### src/rtl/async_sram_arbiter_pkg.sv
// Shared definitions for the SRAM arbiter: bus widths, FSM encoding and the
// byte-lane select helper.
package async_sram_arbiter_pkg;

    localparam int W_SRAM_ADDR = 18;
    localparam int W_SRAM_DATA = 16;

    localparam logic [1:0] BYTE_NONE = 2'b11;
    localparam logic [1:0] BYTE_ALL  = 2'b00;

    typedef enum logic [2:0] {
        ST_IDLE     = 3'd0,
        ST_RD       = 3'd1,
        ST_WR_SETUP = 3'd2,
        ST_WR_PULSE = 3'd3,
        ST_WR_HOLD  = 3'd4
    } state_t;

    // Reads always fetch the full halfword; writes enable only the masked lanes.
    function automatic logic [1:0] lane_sel(input logic write, input logic [1:0] wmask);
        return write ? ~wmask : BYTE_ALL;
    endfunction

endpackage

### src/rtl/async_sram_arbiter_if.sv
// Requester handshakes for both ports plus the split SRAM pin bundle.
// The arbiter is the slave; requesters and the pad/SRAM side are the master.
interface async_sram_arbiter_if #(
    parameter int W_ADDR = 18,
    parameter int W_DATA = 16
);
    logic              p0_req;
    logic              p0_write;
    logic [W_ADDR-1:0] p0_addr;
    logic [W_DATA-1:0] p0_wdata;
    logic [1:0]        p0_wmask;
    logic              p0_gnt;
    logic [W_DATA-1:0] p0_rdata;
    logic              p0_rvalid;

    logic              p1_req;
    logic              p1_write;
    logic [W_ADDR-1:0] p1_addr;
    logic [W_DATA-1:0] p1_wdata;
    logic [1:0]        p1_wmask;
    logic              p1_gnt;
    logic [W_DATA-1:0] p1_rdata;
    logic              p1_rvalid;

    logic [W_ADDR-1:0] sram_addr;
    logic [W_DATA-1:0] sram_dq_out;
    logic              sram_dq_oe;
    logic [W_DATA-1:0] sram_dq_in;
    logic              sram_we_n;
    logic              sram_oe_n;
    logic [1:0]        sram_byte_n;

    modport slave (
        input  p0_req, p0_write, p0_addr, p0_wdata, p0_wmask,
        output p0_gnt, p0_rdata, p0_rvalid,
        input  p1_req, p1_write, p1_addr, p1_wdata, p1_wmask,
        output p1_gnt, p1_rdata, p1_rvalid,
        output sram_addr, sram_dq_out, sram_dq_oe, sram_we_n, sram_oe_n, sram_byte_n,
        input  sram_dq_in
    );

    modport master (
        output p0_req, p0_write, p0_addr, p0_wdata, p0_wmask,
        input  p0_gnt, p0_rdata, p0_rvalid,
        output p1_req, p1_write, p1_addr, p1_wdata, p1_wmask,
        input  p1_gnt, p1_rdata, p1_rvalid,
        input  sram_addr, sram_dq_out, sram_dq_oe, sram_we_n, sram_oe_n, sram_byte_n,
        output sram_dq_in
    );

endinterface

### src/rtl/async_sram_arbiter_arb_rr2.sv
// Two-way round-robin arbiter. The pointer remembers the last granted port;
// on a tie the other port wins. Reset points at port 1 so port 0 wins first.
module arb_rr2 (
    input  logic       clk,
    input  logic       rst_n,
    input  logic [1:0] req,
    input  logic       advance,
    output logic [1:0] grant
);

    logic last_reg;

    always_comb begin
        grant = req;
        if (req == 2'b11) begin
            grant = last_reg ? 2'b01 : 2'b10;
        end
    end

    always_ff @(posedge clk or negedge rst_n) begin
        if (!rst_n) begin
            last_reg <= 1'b1;
        end else if (advance) begin
            last_reg <= grant[1];
        end
    end

endmodule

### src/rtl/async_sram_arbiter.sv
// Two-port arbiter for an external asynchronous 16-bit SRAM: round-robin grant,
// OE/WE strobe sequencing, every SRAM-facing output driven from a flop.
module async_sram_arbiter
    import async_sram_arbiter_pkg::*;
#(
    parameter int W_ADDR      = W_SRAM_ADDR,
    parameter int W_DATA      = W_SRAM_DATA,
    parameter int READ_CYCLES = 1,
    parameter int WE_CYCLES   = 1
) (
    input logic                 clk,
    input logic                 rst_n,
    async_sram_arbiter_if.slave bus
);

    localparam logic [1:0] RD_LAST = 2'(READ_CYCLES - 1);
    localparam logic [1:0] WE_LAST = 2'(WE_CYCLES - 1);

    state_t            state_reg;
    logic [1:0]        cnt_reg;
    logic              rd_port_reg;
    logic [W_ADDR-1:0] addr_reg;
    logic [W_DATA-1:0] dq_out_reg;
    logic              dq_oe_reg;
    logic              we_n_reg;
    logic              oe_n_reg;
    logic [1:0]        byte_n_reg;
    logic [W_DATA-1:0] rdata0_reg;
    logic [W_DATA-1:0] rdata1_reg;
    logic [1:0]        rvalid_reg;

    logic [1:0]        req;
    logic [1:0]        grant;
    logic              rd_done;
    logic              arb_point;
    logic              advance;
    logic              sel;
    logic              sel_write;
    logic [W_ADDR-1:0] sel_addr;
    logic [W_DATA-1:0] sel_wdata;
    logic [1:0]        sel_wmask;

    assign req       = {bus.p1_req, bus.p0_req};
    assign rd_done   = (state_reg == ST_RD) && (cnt_reg == RD_LAST);
    // A new access may start from idle or overlap the last cycle of a read.
    assign arb_point = (state_reg == ST_IDLE) || rd_done;
    assign advance   = arb_point && (req != 2'b00);

    arb_rr2 u_arb (
        .clk     (clk),
        .rst_n   (rst_n),
        .req     (req),
        .advance (advance),
        .grant   (grant)
    );

    assign sel       = grant[1];
    assign sel_write = sel ? bus.p1_write : bus.p0_write;
    assign sel_addr  = sel ? bus.p1_addr  : bus.p0_addr;
    assign sel_wdata = sel ? bus.p1_wdata : bus.p0_wdata;
    assign sel_wmask = sel ? bus.p1_wmask : bus.p0_wmask;

    always_ff @(posedge clk or negedge rst_n) begin
        if (!rst_n) begin
            state_reg   <= ST_IDLE;
            cnt_reg     <= '0;
            rd_port_reg <= 1'b0;
            addr_reg    <= '0;
            dq_out_reg  <= '0;
            dq_oe_reg   <= 1'b0;
            we_n_reg    <= 1'b1;
            oe_n_reg    <= 1'b1;
            byte_n_reg  <= BYTE_NONE;
            rdata0_reg  <= '0;
            rdata1_reg  <= '0;
            rvalid_reg  <= 2'b00;
        end else begin
            rvalid_reg <= 2'b00;
            if (rd_done) begin
                if (rd_port_reg) begin
                    rdata1_reg <= bus.sram_dq_in;
                    rvalid_reg <= 2'b10;
                end else begin
                    rdata0_reg <= bus.sram_dq_in;
                    rvalid_reg <= 2'b01;
                end
            end

            case (state_reg)
                ST_IDLE, ST_RD: begin
                    if (state_reg == ST_RD && !rd_done) begin
                        cnt_reg <= cnt_reg + 2'd1;
                    end else if (advance) begin
                        addr_reg    <= sel_addr;
                        byte_n_reg  <= lane_sel(sel_write, sel_wmask);
                        cnt_reg     <= '0;
                        rd_port_reg <= sel;
                        if (sel_write) begin
                            // Read-to-write: OE releases on the same edge the driver turns on.
                            state_reg  <= ST_WR_SETUP;
                            dq_out_reg <= sel_wdata;
                            dq_oe_reg  <= 1'b1;
                            oe_n_reg   <= 1'b1;
                        end else begin
                            state_reg <= ST_RD;
                            oe_n_reg  <= 1'b0;
                        end
                    end else begin
                        state_reg  <= ST_IDLE;
                        oe_n_reg   <= 1'b1;
                        byte_n_reg <= BYTE_NONE;
                    end
                end
                ST_WR_SETUP: begin
                    state_reg <= ST_WR_PULSE;
                    we_n_reg  <= 1'b0;
                    cnt_reg   <= '0;
                end
                ST_WR_PULSE: begin
                    if (cnt_reg == WE_LAST) begin
                        state_reg <= ST_WR_HOLD;
                        we_n_reg  <= 1'b1;
                    end else begin
                        cnt_reg <= cnt_reg + 2'd1;
                    end
                end
                ST_WR_HOLD: begin
                    // Always drop to idle so a following read sees the bus released.
                    state_reg  <= ST_IDLE;
                    dq_oe_reg  <= 1'b0;
                    byte_n_reg <= BYTE_NONE;
                end
                default: begin
                    state_reg <= ST_IDLE;
                end
            endcase
        end
    end

    assign bus.p0_gnt      = arb_point & grant[0];
    assign bus.p1_gnt      = arb_point & grant[1];
    assign bus.p0_rdata    = rdata0_reg;
    assign bus.p1_rdata    = rdata1_reg;
    assign bus.p0_rvalid   = rvalid_reg[0];
    assign bus.p1_rvalid   = rvalid_reg[1];
    assign bus.sram_addr   = addr_reg;
    assign bus.sram_dq_out = dq_out_reg;
    assign bus.sram_dq_oe  = dq_oe_reg;
    assign bus.sram_we_n   = we_n_reg;
    assign bus.sram_oe_n   = oe_n_reg;
    assign bus.sram_byte_n = byte_n_reg;

endmodule

### src/flat_wrapper.sv
// flat-port wrapper written by rule: the top's interface ports become plain ports
module async_sram_arbiter_flat import async_sram_arbiter_pkg::*;
#(
    parameter int W_ADDR      = W_SRAM_ADDR,
    parameter int W_DATA      = W_SRAM_DATA,
    parameter int READ_CYCLES = 1,
    parameter int WE_CYCLES   = 1
)
  (clk, rst_n, bus_p0_req, bus_p0_write, bus_p0_addr, bus_p0_wdata, bus_p0_wmask, bus_p0_gnt, bus_p0_rdata, bus_p0_rvalid, bus_p1_req, bus_p1_write, bus_p1_addr, bus_p1_wdata, bus_p1_wmask, bus_p1_gnt, bus_p1_rdata, bus_p1_rvalid, bus_sram_addr, bus_sram_dq_out, bus_sram_dq_oe, bus_sram_we_n, bus_sram_oe_n, bus_sram_byte_n, bus_sram_dq_in);
  async_sram_arbiter_if #(.W_ADDR(W_ADDR), .W_DATA(W_DATA)) bus_i ();
  input logic clk;
  input logic rst_n;
  input wire logic [$bits(bus_i.p0_req)-1:0] bus_p0_req;
  input wire logic [$bits(bus_i.p0_write)-1:0] bus_p0_write;
  input wire logic [$bits(bus_i.p0_addr)-1:0] bus_p0_addr;
  input wire logic [$bits(bus_i.p0_wdata)-1:0] bus_p0_wdata;
  input wire logic [$bits(bus_i.p0_wmask)-1:0] bus_p0_wmask;
  output wire logic [$bits(bus_i.p0_gnt)-1:0] bus_p0_gnt;
  output wire logic [$bits(bus_i.p0_rdata)-1:0] bus_p0_rdata;
  output wire logic [$bits(bus_i.p0_rvalid)-1:0] bus_p0_rvalid;
  input wire logic [$bits(bus_i.p1_req)-1:0] bus_p1_req;
  input wire logic [$bits(bus_i.p1_write)-1:0] bus_p1_write;
  input wire logic [$bits(bus_i.p1_addr)-1:0] bus_p1_addr;
  input wire logic [$bits(bus_i.p1_wdata)-1:0] bus_p1_wdata;
  input wire logic [$bits(bus_i.p1_wmask)-1:0] bus_p1_wmask;
  output wire logic [$bits(bus_i.p1_gnt)-1:0] bus_p1_gnt;
  output wire logic [$bits(bus_i.p1_rdata)-1:0] bus_p1_rdata;
  output wire logic [$bits(bus_i.p1_rvalid)-1:0] bus_p1_rvalid;
  output wire logic [$bits(bus_i.sram_addr)-1:0] bus_sram_addr;
  output wire logic [$bits(bus_i.sram_dq_out)-1:0] bus_sram_dq_out;
  output wire logic [$bits(bus_i.sram_dq_oe)-1:0] bus_sram_dq_oe;
  output wire logic [$bits(bus_i.sram_we_n)-1:0] bus_sram_we_n;
  output wire logic [$bits(bus_i.sram_oe_n)-1:0] bus_sram_oe_n;
  output wire logic [$bits(bus_i.sram_byte_n)-1:0] bus_sram_byte_n;
  input wire logic [$bits(bus_i.sram_dq_in)-1:0] bus_sram_dq_in;
  assign bus_i.p0_req = bus_p0_req;
  assign bus_i.p0_write = bus_p0_write;
  assign bus_i.p0_addr = bus_p0_addr;
  assign bus_i.p0_wdata = bus_p0_wdata;
  assign bus_i.p0_wmask = bus_p0_wmask;
  assign bus_p0_gnt = bus_i.p0_gnt;
  assign bus_p0_rdata = bus_i.p0_rdata;
  assign bus_p0_rvalid = bus_i.p0_rvalid;
  assign bus_i.p1_req = bus_p1_req;
  assign bus_i.p1_write = bus_p1_write;
  assign bus_i.p1_addr = bus_p1_addr;
  assign bus_i.p1_wdata = bus_p1_wdata;
  assign bus_i.p1_wmask = bus_p1_wmask;
  assign bus_p1_gnt = bus_i.p1_gnt;
  assign bus_p1_rdata = bus_i.p1_rdata;
  assign bus_p1_rvalid = bus_i.p1_rvalid;
  assign bus_sram_addr = bus_i.sram_addr;
  assign bus_sram_dq_out = bus_i.sram_dq_out;
  assign bus_sram_dq_oe = bus_i.sram_dq_oe;
  assign bus_sram_we_n = bus_i.sram_we_n;
  assign bus_sram_oe_n = bus_i.sram_oe_n;
  assign bus_sram_byte_n = bus_i.sram_byte_n;
  assign bus_i.sram_dq_in = bus_sram_dq_in;
  async_sram_arbiter #(.W_ADDR(W_ADDR), .W_DATA(W_DATA), .READ_CYCLES(READ_CYCLES), .WE_CYCLES(WE_CYCLES)) u_core (.clk(clk), .rst_n(rst_n), .bus(bus_i));
endmodule
### config.mk
export PLATFORM = sky130hd
export DESIGN_NAME = async_sram_arbiter_flat
export DESIGN_NICKNAME = d
export VERILOG_FILES = /design/src/rtl/async_sram_arbiter_pkg.sv /design/src/rtl/async_sram_arbiter_if.sv /design/src/rtl/async_sram_arbiter_arb_rr2.sv /design/src/rtl/async_sram_arbiter.sv /design/src/flat_wrapper.sv
export SDC_FILE = /design/constraint.sdc
export NUM_CORES = 1
export LEC_CHECK = 0
export CAP_MARGIN = 5
export CORE_UTILIZATION = 44
export DETAILED_ROUTE_END_ITERATION = 8
export GPL_TIMING_DRIVEN = 0
export PLACE_DENSITY = 0.87
export SYNTH_ARGS = -nofsm -noshare
export SYNTH_HDL_FRONTEND = slang
export SYNTH_HIERARCHICAL = 1
export SYNTH_SLANG_ARGS = --single-unit
### constraint.sdc
create_clock -name clk -period 3 [get_ports clk]
set_input_delay 0.6 -clock clk [delete_from_list [all_inputs] [get_ports clk]]
set_output_delay 0.6 -clock clk [all_outputs]
set_load 0.01 [all_outputs]
=== Word-level counts from Yosys, hierarchy flattened ===
Index checks and enable logic that the tools add are counted.

* Output and inout port bits: 75
* Register bits: 80
* Word-level logic and storage cells: 81
* Input bits: 94

* Muxes and demuxes: 29
* Equal/unequal tests: 11
* Reductions and logical operators: 22
* Bitwise operators: 5
* Add/sub/neg operators: 1

{| class="wikitable"
|+ Operators with widths
! kind !! number
|-
| $mux W2 || 13
|-
| $mux W18 || 1
|-
| $mux W16 || 1
|-
| $reduce_and A2 Y1 || 6
|-
| $pmux W3 S3 || 1
|-
| $reduce_and A4 Y1 || 2
|-
| $mux W1 || 7
|-
| $eq A3 B2 Y1 const B || 2
|-
| $mux W3 || 2
|-
| $ne A2 B1 Y1 const B || 3
|-
| $pmux W2 S3 || 1
|-
| $reduce_and A3 Y1 || 2
|-
| $reduce_bool A2 Y1 || 3
|-
| $ne A2 B2 Y1 const B || 2
|-
| $pmux W1 S2 || 2
|-
| $pmux W2 S2 || 1
|-
| $eq A3 B1 Y1 const B || 1
|-
| $eq A3 B3 Y1 const B || 1
|-
| $logic_and A1 B1 Y1 || 3
|-
| $logic_not A3 Y1 || 1
|-
| $ne A3 B1 Y1 const B || 1
|-
| $reduce_bool A3 Y1 || 1
|-
| $add A2 B1 Y2 const B || 1
|-
| $and A1 B1 Y1 || 2
|-
| 7 further kinds || 8
|}

=== Logic depth before layout (Yosys ltp) ===
* Word-level depth: 8
* Gate-level depth with buffers: 7
* Depth with buffers taken out: 6

=== Cells and area by module ===
The synthesis kept the hierarchy.

{| class="wikitable"
|+ Modules (own cells, without submodules)
! module !! instances !! area an instance (um^2) !! seq. area each (um^2) !! cells an instance
|-
| async_sram_arbiter || 1 || 3549.7 || 1981.9 || 238
|-
| arb_rr2 || 1 || 63.8 || 26.3 || 5
|}

=== Worst setup path before layout ===
No wires, ideal clock.

* Path kind: input -> register
* Start point: in bus_p1_req
* End point: reg u_core.dq_out_reg[10] (netlist: u_core/bus.sram_dq_out[10])
* Path slack: 0.842 ns
* Cell stages on the path: 6
* Path buffers: 2
* Data arrival time: 2.033 ns
* Cells stage by stage: a21boi_2 -> buf_2 -> mux2i_2 -> nor4b_4 -> buf_6 -> mux2_4

* Word-level cells in the longest chain between the ends: 4
* Elaborated cells on any way between the ends: 7
* Classes of those cells: eq/ne: 1; mux: 3; reduce/logical: 3

{| class="wikitable"
|+ RTL lines
! what !! line !! source
|-
| start: declaration || flat_wrapper.sv:21 || <nowiki>input wire logic [$bits(bus_i.p1_req)-1:0] bus_p1_req;</nowiki>
|-
| $eq A2 B2 Y1 || async_sram_arbiter_arb_rr2.sv:15 || <nowiki>if (req == 2'b11) begin</nowiki>
|-
| $mux W2 || async_sram_arbiter_arb_rr2.sv:15 ||
|-
| $mux W1 || async_sram_arbiter.sv:58 || <nowiki>assign sel_write = sel ? bus.p1_write : bus.p0_write;</nowiki>
|-
| $reduce_and A4 Y1 (no line) || - ||
|-
| end signal: assignment || async_sram_arbiter.sv:101 || <nowiki>dq_out_reg <= sel_wdata;</nowiki>
|-
| end: declaration || async_sram_arbiter.sv:23 || <nowiki>logic [W_DATA-1:0] dq_out_reg;</nowiki>
|}

Several ways; a longest one is shown, not always the timed one.
A chain may end at the register's enable or synchronous reset.

=== Final worst setup path ===
* Start point: in bus_p1_req
* End point: out bus_p1_gnt

* Word-level cells in the longest chain between the ends: 3

{| class="wikitable"
|+ RTL lines
! what !! line !! source
|-
| $eq A2 B2 Y1 || async_sram_arbiter_arb_rr2.sv:15 ||
|-
| $mux W2 * || async_sram_arbiter_arb_rr2.sv:15 ||
|-
| named net u_core.grant[1] || async_sram_arbiter.sv:33 || <nowiki>logic [1:0] grant;</nowiki>
|-
| $and A1 B1 Y1 * || async_sram_arbiter.sv:141 || <nowiki>assign bus.p1_gnt = arb_point & grant[1];</nowiki>
|-
| end: declaration || flat_wrapper.sv:26 || <nowiki>output wire logic [$bits(bus_i.p1_gnt)-1:0] bus_p1_gnt;</nowiki>
|}

Mark *: on every way through the listed nets, which the timed path passes. The rest lies on a longest branch.

==> summary.txt <==
Outcome
  – Outcome: complete, no violations

Placement
  – Place WS: -309 ps
  – Global placement routability congestion: 0.774
  – I/O Buffers: 168
  – DPL Wire Length: 6.33 mm
  – Cells after DPL: 514

Logic synthesis
  – Synthesis-stage register bit count: 80
  – Synth area leaders: dfrtp_1 52%, mux2_2 29%, mux2_4 4.2%
  – Share of the synthesized area in the top cell type: 0.519
  – Ys Warns: 6
  – Post-synth net total: 338
  – Avg Inst Size Synth: 14.9 um^2
  – Yosys top cell by area: dfrtp_1
  – Post-synth cell types: 34
  – Post-Syn Area: 3610 um^2
  – Fraction of the yosys area taken by sequential cells: 0.556
  – Post-Syn Instances: 243

Layout
  – FILL cells: 571
  – Nets: 517
  – Commonest non-fill, non-tap cell in the layout: clkdlybuf4s50_1
  – Layout cells sized above 1: 0.328
  – Footprint of the multi-input gates: 1510 um^2
  – Synth-to-Final Area Change: 56.6%
  – Antenna cells: 0
  – FF/Latch Area: 2010 um^2
  – Max reg flops: 18
  – Commonest cells after routing, fill and taps aside: 167 x clkdlybuf4s50_1, 93 x mux2_2, 75 x dfrtp_1
  – Final Non-Filler Cells: 529

Route
  – DRT iter0 DRCs: 44
  – DRT Pass-1 Iters: 4
  – DR vias: 2630
  – WL/cell: 15.9 um
  – Antenna viol nets, final: 0
  – Routed WL: 8.39 mm
  – Via/cell ratio: 4.97
  – Drc violations: 0

Worst setup path
  – Critical path endpoint category: primary output
  – Worst R2R End: u_core/bus.sram_dq_out[10]
  – Worst r2r src: u_core/u_arb/last_reg
  – Worst endpoint required time: 2400 ps
  – Reg2reg setup slack: 650 ps
  – Reg2Reg Depth: 6
  – Worst setup SP type: primary input
  – WS Path Type: primary input to primary output
  – Worst path arrival time: 2300 ps
  – CP Max Fanout: 14

Clock network
  – Cts bufs inserted: 9
  – Clk sinks: 80
  – Clock Tree Buf Depth: 2
  – Hold-fix buffers, CTS: 0
  – TritonCTS clock tree: yes
  – Clk pin slew, worst setup/hold paths: 80 ps
  – Htree depth: 3
  – Clk_lat worst skew: 340 ps
  – Root Buffer: clkbuf_8
  – Post-CTS Setup Bufs: 0

Pwr
  – VDD IR-drop max: 473 uV
  – Pwr Total: 5.50 mW
  – Pwr/cell area: 971 nW/um^2
  – Static leakage: 2.33 nW

GRT
  – Gr usage total: 0.206
  – Pin count of the biggest net entering global routing: 66
  – Vias in the first global route: 2753
  – Initial antenna violation count: 0
  – GRT overflow: 0
  – First-pass GRT wire length: 13.6 mm

Timing
  – Final TNS setup: 0 ps
  – Final worst slack: 95.5 ps
  – Min Tclk post-route: 2900 ps
  – Fmax: 0.344 GHz
  – Final setup violation count: 0
  – Worst Hold Margin: 112 ps
  – Tcrit/Tclk final: 0.968
  – Max Clock Skew: 7.11 ps
  – Unrepaired setup endpoints after global routing: no
  – Worst-margin pin slew: 606 ps
  – Slew margin rel.: 0.594
  – Final Max Slew Viols: 0
  – Final Hold Vio Count: 0

Flow run
  – Max_cap viols: 0

Min path
  – Hold WC Path Type: primary input to async pin

Die
  – DIE AREA: 8580 um^2
  – Die X: 92.6 um
  – Core area: 7850 um^2
  – Number of top-level pins: 169
  – Core Rows: 32
  – Initial Util: 0.460
  – Die H: 92.6 um
[worst max-delay path by stage]
stage               start                         end  slack, ps  cells after the start
2_1_floorplan  bus_p1_req  u_core/bus.sram_dq_out[10]        840                      6
4_1_cts        bus_p1_req                  bus_p1_gnt         20                      5
3_3_place_gp        rst_n     u_core/bus.sram_addr[3]      -1430                      1
5_1_grt        bus_p1_req                  bus_p1_gnt          8                      5
6_report       bus_p1_req                  bus_p1_gnt        100                      5
3_5_place_dp   bus_p1_req                  bus_p1_gnt       -310                      6
[power breakdown]
group          total [mW]  internal, mW  switching [mW]
registers            1.91          1.64           0.273
logic                2.73          1.72            1.01
clock network       0.851         0.470           0.381
[synthesized netlist by cell type (all sizes together)]
cell type and count:
mux2 103, dfrtp 75, buf 9, inv 6, nor2 6, dfstp 5, nand2b 5, clkbuf 4
nor2b 3, a211oi 2, a21boi 2, a21oi 2, a31oi 2, and3 2, nand2 2, o22a 2
a22o 1, a2bb2oi 1, a31o 1, ha 1, mux2i 1, nand3b 1, nand4 1, nor3 1
nor4 1, nor4b 1, o21bai 1, o32a 1, or4 1
[worst max-delay path: stages]
cell,delay (ps)
clkdlybuf4s50_1,510
a21boi_2,200
clkbuf_4,270
and3_1,180
clkdlybuf4s50_1,550
[layout make-up]
type	count	share of cell area
tap	102	0.0226
sequential	80	0.355
clock inverter	5	0.0144
timing repair buffer	169	0.302
buffer	12	0.0119
inverter	6	0.00398
multi-input combinational	144	0.268
clock buffer	11	0.0232
[logic make-up after synthesis]
logic type,synth area share
adder cells (fa/ha/maj),0.00346
flip-flops,0.556
multiplexers,0.335
buffers and inverters,0.0253
AO/OA/AOI/OAI,0.0326
AND/OR/NAND/NOR,0.0478
[stage by stage]
stage	instance area, um^2	util
detailed placement	5450	0.694
global route	5660	0.721
global placement	5420	0.691
floorplan	3610	-
CTS	5660	0.721
finish	5660	0.721
[per-layer routing]
metal	global-route usage	wire [um]	vias up
li1	-	-	1231
met1	0.253	3470	1295
met2	0.344	4170	96
met3	0.0542	637	8
met4	0.0821	110	0
met5	0	0	-
[repair_timing]
action	CTS	global route
gates resized for setup	0	1
gates cloned	0	0
endpoints found under the setup margin	1	1
No activity file was read; power rests on OpenSTA's default activity.
